File: config.mk
export PLATFORM = sky130hd
export DESIGN_NAME = decoder_sweep_ctrl_flat
export DESIGN_NICKNAME = d
export VERILOG_FILES = /design/src/rtl/decoder_sweep_ctrl_pkg.sv /design/src/rtl/decoder_sweep_ctrl_if.sv /design/src/rtl/decoder_sweep_ctrl_settle_timer.sv /design/src/rtl/decoder_sweep_ctrl.sv /design/src/flat_wrapper.sv
export SDC_FILE = /design/constraint.sdc
export NUM_CORES = 1
export LEC_CHECK = 0
export BUFFER_PORTS_ARGS = -buffer_cell sky130_fd_sc_hd__buf_4
export CAP_MARGIN = 10
export CORE_ASPECT_RATIO = 1.5
export CORE_MARGIN = 3
export CORE_UTILIZATION = 55
export CTS_CLUSTER_SIZE = 16
export DETAILED_ROUTE_END_ITERATION = 7
export PLACE_DENSITY = 0.85
export REMOVE_ABC_BUFFERS = 1
export SYNTH_ARGS = -nofsm -noshare
export SYNTH_HDL_FRONTEND = slang
export SYNTH_HIERARCHICAL = 1
export SYNTH_SLANG_ARGS = --single-unit
export TNS_END_PERCENT = 30
File: constraint.sdc
create_clock -name clk -period 3.9 [get_ports clk]
set_clock_uncertainty 0.15 [all_clocks]
set_input_delay 0.195 -clock clk [delete_from_list [all_inputs] [get_ports clk]]
set_output_delay 0.195 -clock clk [all_outputs]
set_load 0.01 [all_outputs]
File: src/rtl/decoder_sweep_ctrl_pkg.sv
// Shared types and constants for the decoder sweep sequencer.
// Golden tables encode F = (AB' + A'B)(C + D') with bit i holding F for ABCD = i.
package decoder_sweep_pkg;

  localparam int IDX_W = 4;
  localparam int CNT_W = 4;

  localparam logic [15:0] GOLDEN_EN1_DEF = 16'h0DD0;
  localparam logic [15:0] GOLDEN_EN0_DEF = 16'h0000;

  typedef enum logic [1:0] {
    IDLE   = 2'd0,
    SETTLE = 2'd1,
    SAMPLE = 2'd2,
    DONE   = 2'd3
  } sweep_state_e;

endpackage

File: src/rtl/decoder_sweep_ctrl_if.sv
// Bus between the sweep sequencer, its system host and the decoder function unit.
// pass/fail_idx exist only when SWEEP_CHECK_EN is defined.
interface decoder_sweep_ctrl_if;
  import decoder_sweep_pkg::*;

  logic             start;
  logic             abort;
  logic             dut_f;
  logic             dut_en;
  logic [IDX_W-1:0] dut_abcd;
  logic             busy;
  logic             done;
  logic [15:0]      table_en1;
  logic [15:0]      table_en0;
`ifdef SWEEP_CHECK_EN
  logic             pass;
  logic [4:0]       fail_idx;

  modport master (
    output start, abort, dut_f,
    input  dut_en, dut_abcd, busy, done, table_en1, table_en0, pass, fail_idx
  );
  modport slave (
    input  start, abort, dut_f,
    output dut_en, dut_abcd, busy, done, table_en1, table_en0, pass, fail_idx
  );
`else
  modport master (
    output start, abort, dut_f,
    input  dut_en, dut_abcd, busy, done, table_en1, table_en0
  );
  modport slave (
    input  start, abort, dut_f,
    output dut_en, dut_abcd, busy, done, table_en1, table_en0
  );
`endif

endinterface

File: src/rtl/decoder_sweep_ctrl_settle_timer.sv
// Loadable down-counter pacing how long each decoder vector is held.
// expire_o flags the last settle cycle so the next cycle can sample F.
module sweep_settle_timer #(
  parameter int CNT_W = 4
) (
  input  logic             clk,
  input  logic             rst_n,
  input  logic             load_i,
  input  logic [CNT_W-1:0] value_i,
  input  logic             dec_i,
  output logic             expire_o
);

  localparam logic [CNT_W-1:0] ONE = {{(CNT_W-1){1'b0}}, 1'b1};

  logic [CNT_W-1:0] cnt_q;
  logic [CNT_W-1:0] cnt_d;

  // Next count: load wins over decrement.
  always_comb begin
    cnt_d = cnt_q;
    if (load_i) begin
      cnt_d = value_i;
    end else if (dec_i) begin
      cnt_d = cnt_q - ONE;
    end else begin
      cnt_d = cnt_q;
    end
  end

  // Counter register.
  always_ff @(posedge clk or negedge rst_n) begin
    if (!rst_n) begin
      cnt_q <= {CNT_W{1'b0}};
    end else begin
      cnt_q <= cnt_d;
    end
  end

  assign expire_o = (cnt_q == ONE);

endmodule

File: src/rtl/decoder_sweep_ctrl.sv
// Sweeps the decoder unit through 16 codes with en=1 then en=0 and captures both truth tables.
// Optional golden compare (pass/fail_idx) is built when SWEEP_CHECK_EN is defined.
module decoder_sweep_ctrl
  import decoder_sweep_pkg::*;
#(
  parameter int unsigned SETTLE_CYCLES = 1
`ifdef SWEEP_CHECK_EN
  , parameter logic [15:0] GOLDEN_EN1 = GOLDEN_EN1_DEF
  , parameter logic [15:0] GOLDEN_EN0 = GOLDEN_EN0_DEF
`endif
) (
  input  logic                 clk,
  input  logic                 rst_n,
  decoder_sweep_ctrl_if.slave  bus
);

  localparam logic [CNT_W-1:0] SETTLE_LD = CNT_W'(SETTLE_CYCLES);
  localparam logic [IDX_W-1:0] IDX_LAST  = {IDX_W{1'b1}};
  localparam logic [IDX_W-1:0] IDX_ONE   = {{(IDX_W-1){1'b0}}, 1'b1};
  // With no settle time every vector goes straight to its sample cycle.
  localparam sweep_state_e     VEC_ENTRY = (SETTLE_CYCLES == 0) ? SAMPLE : SETTLE;

  sweep_state_e     state_q, state_d;
  logic [IDX_W-1:0] idx_q, idx_d;
  logic             pass_sel_q, pass_sel_d;
  logic [15:0]      table_en1_q, table_en1_d;
  logic [15:0]      table_en0_q, table_en0_d;
  logic             dut_en_q, dut_en_d;
  logic [IDX_W-1:0] dut_abcd_q, dut_abcd_d;
  logic             busy_q, busy_d;
  logic             done_q, done_d;
  logic             load_s;
  logic             dec_s;
  logic             expire_s;
`ifdef SWEEP_CHECK_EN
  logic             mism_q, mism_d;
  logic [4:0]       fail_idx_q, fail_idx_d;
  logic             pass_q, pass_d;
  logic             golden_s;
  logic             mis_now_s;

  assign golden_s  = pass_sel_q ? GOLDEN_EN0[idx_q] : GOLDEN_EN1[idx_q];
  assign mis_now_s = (bus.dut_f != golden_s);
`endif

  sweep_settle_timer #(.CNT_W(CNT_W)) u_settle_timer (
    .clk      (clk),
    .rst_n    (rst_n),
    .load_i   (load_s),
    .value_i  (SETTLE_LD),
    .dec_i    (dec_s),
    .expire_o (expire_s)
  );

  // Next-state, table capture and next values of the registered outputs.
  always_comb begin
    state_d     = state_q;
    idx_d       = idx_q;
    pass_sel_d  = pass_sel_q;
    table_en1_d = table_en1_q;
    table_en0_d = table_en0_q;
    load_s      = 1'b0;
    dec_s       = 1'b0;
`ifdef SWEEP_CHECK_EN
    mism_d      = mism_q;
    fail_idx_d  = fail_idx_q;
    pass_d      = pass_q;
`endif
    case (state_q)
      IDLE: begin
        if (bus.start && !bus.abort) begin
          table_en1_d = 16'h0000;
          table_en0_d = 16'h0000;
          idx_d       = {IDX_W{1'b0}};
          pass_sel_d  = 1'b0;
          load_s      = 1'b1;
          state_d     = VEC_ENTRY;
`ifdef SWEEP_CHECK_EN
          mism_d      = 1'b0;
          fail_idx_d  = 5'd0;
          pass_d      = 1'b0;
`endif
        end else begin
          state_d = IDLE;
        end
      end
      SETTLE: begin
        if (bus.abort) begin
          state_d = IDLE;
        end else if (expire_s) begin
          state_d = SAMPLE;
        end else begin
          dec_s = 1'b1;
        end
      end
      SAMPLE: begin
        // The sample taken in this cycle is kept even when abort arrives with it.
        if (pass_sel_q) begin
          table_en0_d[idx_q] = bus.dut_f;
        end else begin
          table_en1_d[idx_q] = bus.dut_f;
        end
`ifdef SWEEP_CHECK_EN
        if (mis_now_s && !mism_q) begin
          mism_d     = 1'b1;
          fail_idx_d = {pass_sel_q, idx_q};
        end else begin
          mism_d     = mism_q;
        end
`endif
        if (bus.abort) begin
          state_d = IDLE;
        end else if (idx_q != IDX_LAST) begin
          idx_d   = idx_q + IDX_ONE;
          load_s  = 1'b1;
          state_d = VEC_ENTRY;
        end else if (!pass_sel_q) begin
          pass_sel_d = 1'b1;
          idx_d      = {IDX_W{1'b0}};
          load_s     = 1'b1;
          state_d    = VEC_ENTRY;
        end else begin
          state_d = DONE;
`ifdef SWEEP_CHECK_EN
          pass_d  = !(mism_q || mis_now_s);
`endif
        end
      end
      DONE: begin
        state_d = IDLE;
      end
      default: begin
        state_d = IDLE;
      end
    endcase

    if ((state_d == SETTLE) || (state_d == SAMPLE)) begin
      busy_d     = 1'b1;
      dut_en_d   = !pass_sel_d;
      dut_abcd_d = idx_d;
    end else begin
      busy_d     = 1'b0;
      dut_en_d   = 1'b0;
      dut_abcd_d = {IDX_W{1'b0}};
    end
    done_d = (state_d == DONE);
  end

  // State, datapath and output registers.
  always_ff @(posedge clk or negedge rst_n) begin
    if (!rst_n) begin
      state_q     <= IDLE;
      idx_q       <= {IDX_W{1'b0}};
      pass_sel_q  <= 1'b0;
      table_en1_q <= 16'h0000;
      table_en0_q <= 16'h0000;
      dut_en_q    <= 1'b0;
      dut_abcd_q  <= {IDX_W{1'b0}};
      busy_q      <= 1'b0;
      done_q      <= 1'b0;
    end else begin
      state_q     <= state_d;
      idx_q       <= idx_d;
      pass_sel_q  <= pass_sel_d;
      table_en1_q <= table_en1_d;
      table_en0_q <= table_en0_d;
      dut_en_q    <= dut_en_d;
      dut_abcd_q  <= dut_abcd_d;
      busy_q      <= busy_d;
      done_q      <= done_d;
    end
  end

`ifdef SWEEP_CHECK_EN
  // Golden-compare result registers.
  always_ff @(posedge clk or negedge rst_n) begin
    if (!rst_n) begin
      mism_q     <= 1'b0;
      fail_idx_q <= 5'd0;
      pass_q     <= 1'b0;
    end else begin
      mism_q     <= mism_d;
      fail_idx_q <= fail_idx_d;
      pass_q     <= pass_d;
    end
  end

  assign bus.pass     = pass_q;
  assign bus.fail_idx = fail_idx_q;
`endif

  assign bus.dut_en    = dut_en_q;
  assign bus.dut_abcd  = dut_abcd_q;
  assign bus.busy      = busy_q;
  assign bus.done      = done_q;
  assign bus.table_en1 = table_en1_q;
  assign bus.table_en0 = table_en0_q;

endmodule

File: src/flat_wrapper.sv
// flat-port wrapper written by rule: the top's interface ports become plain ports
module decoder_sweep_ctrl_flat import decoder_sweep_pkg::*;
#(
  parameter int unsigned SETTLE_CYCLES = 1

)
  (clk, rst_n, bus_start, bus_abort, bus_dut_f, bus_dut_en, bus_dut_abcd, bus_busy, bus_done, bus_table_en1, bus_table_en0);
  decoder_sweep_ctrl_if bus_i ();
  input  logic clk;
  input  logic rst_n;
  input wire logic [$bits(bus_i.start)-1:0] bus_start;
  input wire logic [$bits(bus_i.abort)-1:0] bus_abort;
  input wire logic [$bits(bus_i.dut_f)-1:0] bus_dut_f;
  output wire logic [$bits(bus_i.dut_en)-1:0] bus_dut_en;
  output wire logic [$bits(bus_i.dut_abcd)-1:0] bus_dut_abcd;
  output wire logic [$bits(bus_i.busy)-1:0] bus_busy;
  output wire logic [$bits(bus_i.done)-1:0] bus_done;
  output wire logic [$bits(bus_i.table_en1)-1:0] bus_table_en1;
  output wire logic [$bits(bus_i.table_en0)-1:0] bus_table_en0;
  assign bus_i.start = bus_start;
  assign bus_i.abort = bus_abort;
  assign bus_i.dut_f = bus_dut_f;
  assign bus_dut_en = bus_i.dut_en;
  assign bus_dut_abcd = bus_i.dut_abcd;
  assign bus_busy = bus_i.busy;
  assign bus_done = bus_i.done;
  assign bus_table_en1 = bus_i.table_en1;
  assign bus_table_en0 = bus_i.table_en0;
  decoder_sweep_ctrl #(.SETTLE_CYCLES(SETTLE_CYCLES)) u_core (.clk(clk), .rst_n(rst_n), .bus(bus_i));
endmodule
# Word level (Yosys, flattened, before mapping)
# Cells that the tools add are included.
[totals]
register_bits = 50
out_inout_bits = 39
word_cells = 73
[op_classes]
addsub = 2
n_lt_le_gt_ge = 2
eq_ne = 11
muxes = 38
n_reduce_logical = 10
[op_table]
columns = ["operator", "n"]
rows = [
  ["$pmux W16 S2", 2],
  ["$mux W16", 3],
  ["$bwmux W16", 2],
  ["$mux W4", 7],
  ["$mux W1", 14],
  ["$mux W2", 5],
  ["$eq A2 B2 Y1 const B", 4],
  ["$pmux W2 S4", 1],
  ["$pmux W4 S2", 1],
  ["$reduce_and A3 Y1", 2],
  ["$lt A4 B5 Y1 const B", 1],
  ["$add A4 B1 Y4 const B", 1],
  ["$demux W1 S4", 1],
  ["$eq A2 B1 Y1 const B", 2],
  ["$eq A4 B1 Y1 const B", 1],
  ["$ge A4 B1 Y1 const B", 1],
  ["$ne A2 B1 Y1 const B", 2],
  ["$ne A4 B4 Y1 const B", 1],
  ["$pmux W1 S2", 2],
  ["$reduce_bool A2 Y1", 2],
  ["$sub A4 B1 Y4 const B", 1],
  ["$logic_and A1 B1 Y1", 2],
  ["$logic_not A1 Y1", 2],
  ["$logic_not A2 Y1", 1],
  ["other kinds (2)", 2],
]

# Longest topological paths before layout
[depth]
depth_word = 7
ltp_mapped = 9
depth_no_buf = 8

# Modules after synthesis
# The synthesis kept the hierarchy.
[modules_own_cells]
columns = ["mod", "n_inst", "cells_per_inst", "area_each_um2", "seq_area_each_um2"]
rows = [
  ["decoder_sweep_ctrl", 1, 224, 2382.3, 1151.1],
  ["sweep_settle_timer", 1, 22, 242.7, 100.1],
]

# Worst setup path before layout
# OpenSTA, ideal clock, no wires.
[synth_timing]
path_kind = "register -> register"
startpoint = "register u_core.idx_q[0]"
endpoint = "register u_core.u_settle_timer.cnt_q[3]"
t_arrival_ns = 1.937
required_time_ns = 3.625
setup_slack_ns = 1.689
stages_incl_launch_ff = 7
n_path_buf = 2
period_less_slack_ns = 2.211
path_cell_list = "dfrtp_1 > ha_1 > clkbuf_1 > and3_1 > buf_2 > a211oi_2 > mux2_2"
[synth_via]
elab_chain_cells = 5
word_cells_on_any_way = 6
cone_classes = "1 x eq/ne; 4 x mux; 1 x reduce/logical"
[synth_rtl]
columns = ["item", "line_no", "source"]
rows = [
  ["start: declaration", "decoder_sweep_ctrl.sv:24", "logic [IDX_W-1:0] idx_q, idx_d;"],
  ["start signal: assignment", "decoder_sweep_ctrl.sv:153", "idx_q <= {IDX_W{1'b0}};"],
  ["start signal: assignment", "decoder_sweep_ctrl.sv:163", "idx_q <= idx_d;"],
  ["$ne A4 B4 Y1 (*)", "decoder_sweep_ctrl.sv:113", "end else if (idx_q != IDX_LAST) begin"],
  ["$mux W1 (*)", "decoder_sweep_ctrl.sv:113", ""],
  ["$mux W1 (*)", "decoder_sweep_ctrl.sv:111", "if (bus.abort) begin"],
  ["$pmux W1 S2 (*)", "decoder_sweep_ctrl.sv:69", "case (state_q)"],
  ["named net u_core.load_s", "decoder_sweep_ctrl.sv:32", "logic load_s;"],
  ["$mux W4 or $reduce_bool A2 Y1 (tied branches)", "--", ""],
  ["end signal: assignment", "decoder_sweep_ctrl_settle_timer.sv:34", "cnt_q <= {CNT_W{1'b0}};"],
  ["end signal: assignment", "decoder_sweep_ctrl_settle_timer.sv:36", "cnt_q <= cnt_d;"],
  ["end: declaration", "decoder_sweep_ctrl_settle_timer.sv:16", "logic [CNT_W-1:0] cnt_q;"],
]
# The timed path passes the listed nets; every way through them passes the cells marked *.
# A chain may end at the register's enable or synchronous reset.

# Final worst setup path
[layout_timing]
startpoint = "register u_core.u_settle_timer.cnt_q[0]"
endpoint = "register u_core.dut_abcd_q[0], in the netlist u_core/bus.dut_abcd[0]"
[layout_via]
elab_chain_cells = 7
word_cells_on_any_way = 8
cone_classes = "3 x eq/ne; 4 x mux; 1 x reduce/logical"
[layout_rtl]
columns = ["item", "line_no", "source"]
rows = [
  ["$eq A4 B1 Y1 (*)", "decoder_sweep_ctrl_settle_timer.sv:40", "assign expire_o = (cnt_q == ONE);"],
  ["named net u_core.expire_s", "decoder_sweep_ctrl.sv:34", "logic expire_s;"],
  ["$mux W2 (*)", "decoder_sweep_ctrl.sv:90", "end else if (expire_s) begin"],
  ["$mux W2 (*)", "decoder_sweep_ctrl.sv:88", "if (bus.abort) begin"],
  ["$pmux W2 S4 (*)", "decoder_sweep_ctrl.sv:69", ""],
  ["named net u_core.state_d[0]", "decoder_sweep_ctrl.sv:23", "sweep_state_e state_q, state_d;"],
  ["$eq A2 B1 Y1 or $eq A2 B2 Y1 (tied branches)", "decoder_sweep_ctrl.sv:137", "if ((state_d == SETTLE) || (state_d == SAMPLE)) begin"],
  ["$logic_or A1 B1 Y1 (*)", "decoder_sweep_ctrl.sv:137", ""],
  ["$mux W4 (*)", "decoder_sweep_ctrl.sv:137", ""],
  ["named net u_core.dut_abcd_d[0]", "decoder_sweep_ctrl.sv:29", "logic [IDX_W-1:0] dut_abcd_q, dut_abcd_d;"],
  ["end signal: assignment", "decoder_sweep_ctrl.sv:158", "dut_abcd_q <= {IDX_W{1'b0}};"],
  ["end signal: assignment", "decoder_sweep_ctrl.sv:168", "dut_abcd_q <= dut_abcd_d;"],
  ["end: declaration", "decoder_sweep_ctrl.sv:29", ""],
]
# Marks and branches as above.

==> results.toml <==
[status]
status = "completed"

[timing]
slew_headroom = 0.450
timing.hold.ws_ns = 0.112
rsz0062_at_grt = "false"
tightestPinTransition_ns = 0.818
final_hold_viol_count = 0
setup-tns-final_ns = 0
min_period_ns = 2.59
slew_viol_final = 0
setup_viol = 0
max_freq_mhz = 386
fin_crit_sh = 0.664
setup_ws_ns = 1.31

[placed_design]
preCtsSetupSlack_ns = 1.37
gp_congestion = 0.874
place_hpwl_um = 3920
io_buffer_count = 43
dp_cells = 336
placed_area_um2 = 2940

[setup_path]
crit_path_max_fanout = 5
r2r_slack_ns = 1.31
end_kind = "flop"
crit_buf_inv = 0
cp.arrival_ns = 2.63
slowest_delay_ns = 0.63
path_cells = "ha_1, nor3b_1, nor4_1, o21bai_1, ha_1, o21ai_0, a311oi_1"
crit_start = "u_core/u_settle_timer/cnt_q[0]"
path_depth = 7
r2r-end = "u_core/bus.dut_abcd[0]"
required_ns = 3.94
slowest_stage = "nor4_1"
r2r-start = "u_core/u_settle_timer/cnt_q[0]"
critPathTopFamily = "simple AND/OR/NAND/NOR gates"
crit_type = "flop to flop"
critPathCapture = "u_core/bus.dut_abcd[0]"
crit_top_cell = "ha_1"
start_kind = "flop"
rr_worst_depth = 7

[cts]
cts.sink_count = 50
cts_tree = "yes"
clkSlewWorstSetupHoldPaths_ns = 0.09
root_buffer = "clkbuf_8"
cts_resized = 0
cts_max_level = 2
post-cts-setup-buffer-count = 0
cts_buffers = 5
cts_buffer_depth = 2
clk_latency_ns = 0.29
postCtsHoldBufs = 2

[logic_synthesis]
synth_adder_area_share = 0.0334
post_synth_and_or_nand_nor_area_fraction = 0.170
netlist_area_um2 = 2630
ys_ff_latch = 50
ys.warnings.count = 6
synth.largest_area_cell = "dfrtp_1"
synth_top_cell_area_share = 0.477
netlist_top_cells_area = "dfrtp_1, a22o_1, o221ai_1"
synthFlopType = "dfrtp_1"
synth_commonest_cells = "dfrtp_1, a22o_1, o221ai_1"
yosysMostFrequentCell = "dfrtp_1"
avgSynthCellArea_um2 = 10.7
synth_edf_count = 0
yosysSeqAreaShare = 0.477
synthXorXnorAreaFrac = 0.0100
netlist_instances = 246
synth-compound-area-share = 0.231
async_flop_share = 1.00
ys_types = 47
muxShareOfSynthArea = 0.00858
synth_top_family_by_area = "compound AO/OA/AOI/OAI gates"

[power_and_ir_drop]
p_clk_frac = 0.270
p_seq_frac = 0.526
power_mw = 1.13
combPwrFrac = 0.204
p_per_area_nw_per_um2 = 368
irDropWorstVdd_mv = 0.285
p_switching_mw = 0.332
p_int_mw = 0.794
power.leakage_nw = 1.44
switching_share = 0.295

[job]
drv_cap = 0

[floorplanning]
core_area_um2 = 4580
placementRows = 30
die_h_um = 90.6
num_io_pins = 44
die_w_um = 62.4
initial_utilization = 0.573
dieArea_um2 = 5650

[grt]
grt_pass1_wl_um = 9710
track_usage = 0.209
grt_start_max_net_pins = 51
antenna_found_initial = 0
grt-ovfl-total = 0
grt_pass1_vias = 2064

[routing]
drc = 0
totalWireLength_um = 5710
final_antenna_net_count = 0
vias = 2118
viasPerCell = 6.12
first_pass_iters = 4
wl_per_cell_um = 16.5
dr.first_iter.drc_count = 113

[min_path]
hp-class = "input pin to flop"

[cells_and_area]
drive_above_1_share = 0.223
fin_area_um2 = 3060
diodes = 0
nets = 293
syn_to_final_growth_pct = 16.5
final_core_util = 0.668
final_cells = 346
final.fill_count = 387
cell usage in the layout (no fill, tap or decap), types with 2 or more instances in the layout:
cell type,synthesis,layout
o221ai_1,18,18
and3b_1,4,4
and3_1,9,9
nand4_1,5,5
buf_4,2,45
a221oi_1,10,10
nand3b_1,5,5
a211o_1,4,4
nand2_1,9,9
nor2b_1,5,5
a21oi_1,4,4
xor2_1,2,2
o22ai_1,7,7
mux2_2,2,2
inv_1,16,16
ha_1,7,7
nor3b_1,6,5
o21ai_0,11,11
a22o_1,18,18
clkbuf_8,0,6
dfrtp_1,50,50
dlygate4sd3_1,0,2
conb_1,2,4
nand2b_1,2,2
nand3_1,9,9
cells by family (layout without fill, tap and decap cells):
| kind of cell | count (synthesis) | count (layout) |
|---|---|---|
| compound gates | 78 | 78 |
| other cells | 2 | 4 |
| mux | 2 | 2 |
| simple gates | 66 | 66 |
| buf+inv | 38 | 72 |
| flops | 50 | 50 |
| fa+ha+maj | 7 | 7 |
| xor+xnor | 3 | 3 |
power groups by stage:
stage | sequential, mW | clock (mW) | combinational [mW]
after global routing | 0.596 | 0.335 | 0.256
after CTS | 0.591 | 0.314 | 0.228
after detailed placement | 0.601 | 0 | 0.225
after floorplan | 0.607 | 0 | 0.143
final | 0.592 | 0.304 | 0.230
after global placement | 0.600 | 0 | 0.216
registers in the layout, summed over array words and instances (netlist names), 2 cells and up:
register	count
u_core/bus.dut_abcd	4
u_core/bus.table_en0	16
u_core/bus.table_en1	16
u_core/idx_q	4
u_core/state_q	2
u_core/u_settle_timer/cnt_q	4
area by class of cell:
class / count / area (µm²) / share of cell area
timing repair buffer: 47 / 358 / 0.117
clock buffer: 6 / 82.6 / 0.0270
clock inverter: 2 / 12.5 / 0.00409
multi-input combinational: 160 / 1210 / 0.396
sequential: 50 / 1250 / 0.409
tap: 64 / 80.1 / 0.0262
inverter: 17 / 63.8 / 0.0209
layer usage:
metal  global-route usage  vias to the layer above  share of wire
met3               0.0237                       16          0.039
met1                0.263                     1025           0.44
met2                0.361                       75           0.50
met4               0.0884                        0          0.025
met5                    0                        -              0
li1                     -                     1002              -
how the worst min path moves through the flow:
stage               from                     end  cells after the start  slack [ns]
6_report       bus_start       u_core/state_q[0]                      3        0.11
3_3_place_gp       rst_n  u_core/bus.dut_abcd[1]                      1         0.1
3_5_place_dp       rst_n         u_core/idx_q[1]                      1        0.10
4_1_cts        bus_start       u_core/state_q[0]                      3        0.11
5_1_grt        bus_start       u_core/state_q[0]                      3        0.13
2_1_floorplan      rst_n         u_core/bus.busy                      0       -0.25
worst reg2reg max path, cell delays in order, from the launching register on:
cell,delay (ns)
dfrtp_1,0.45
ha_1,0.23
nor3b_1,0.15
nor4_1,0.63
o21bai_1,0.23
ha_1,0.22
o21ai_0,0.17
a311oi_1,0.26
Power figures use the tool's default switching activity.
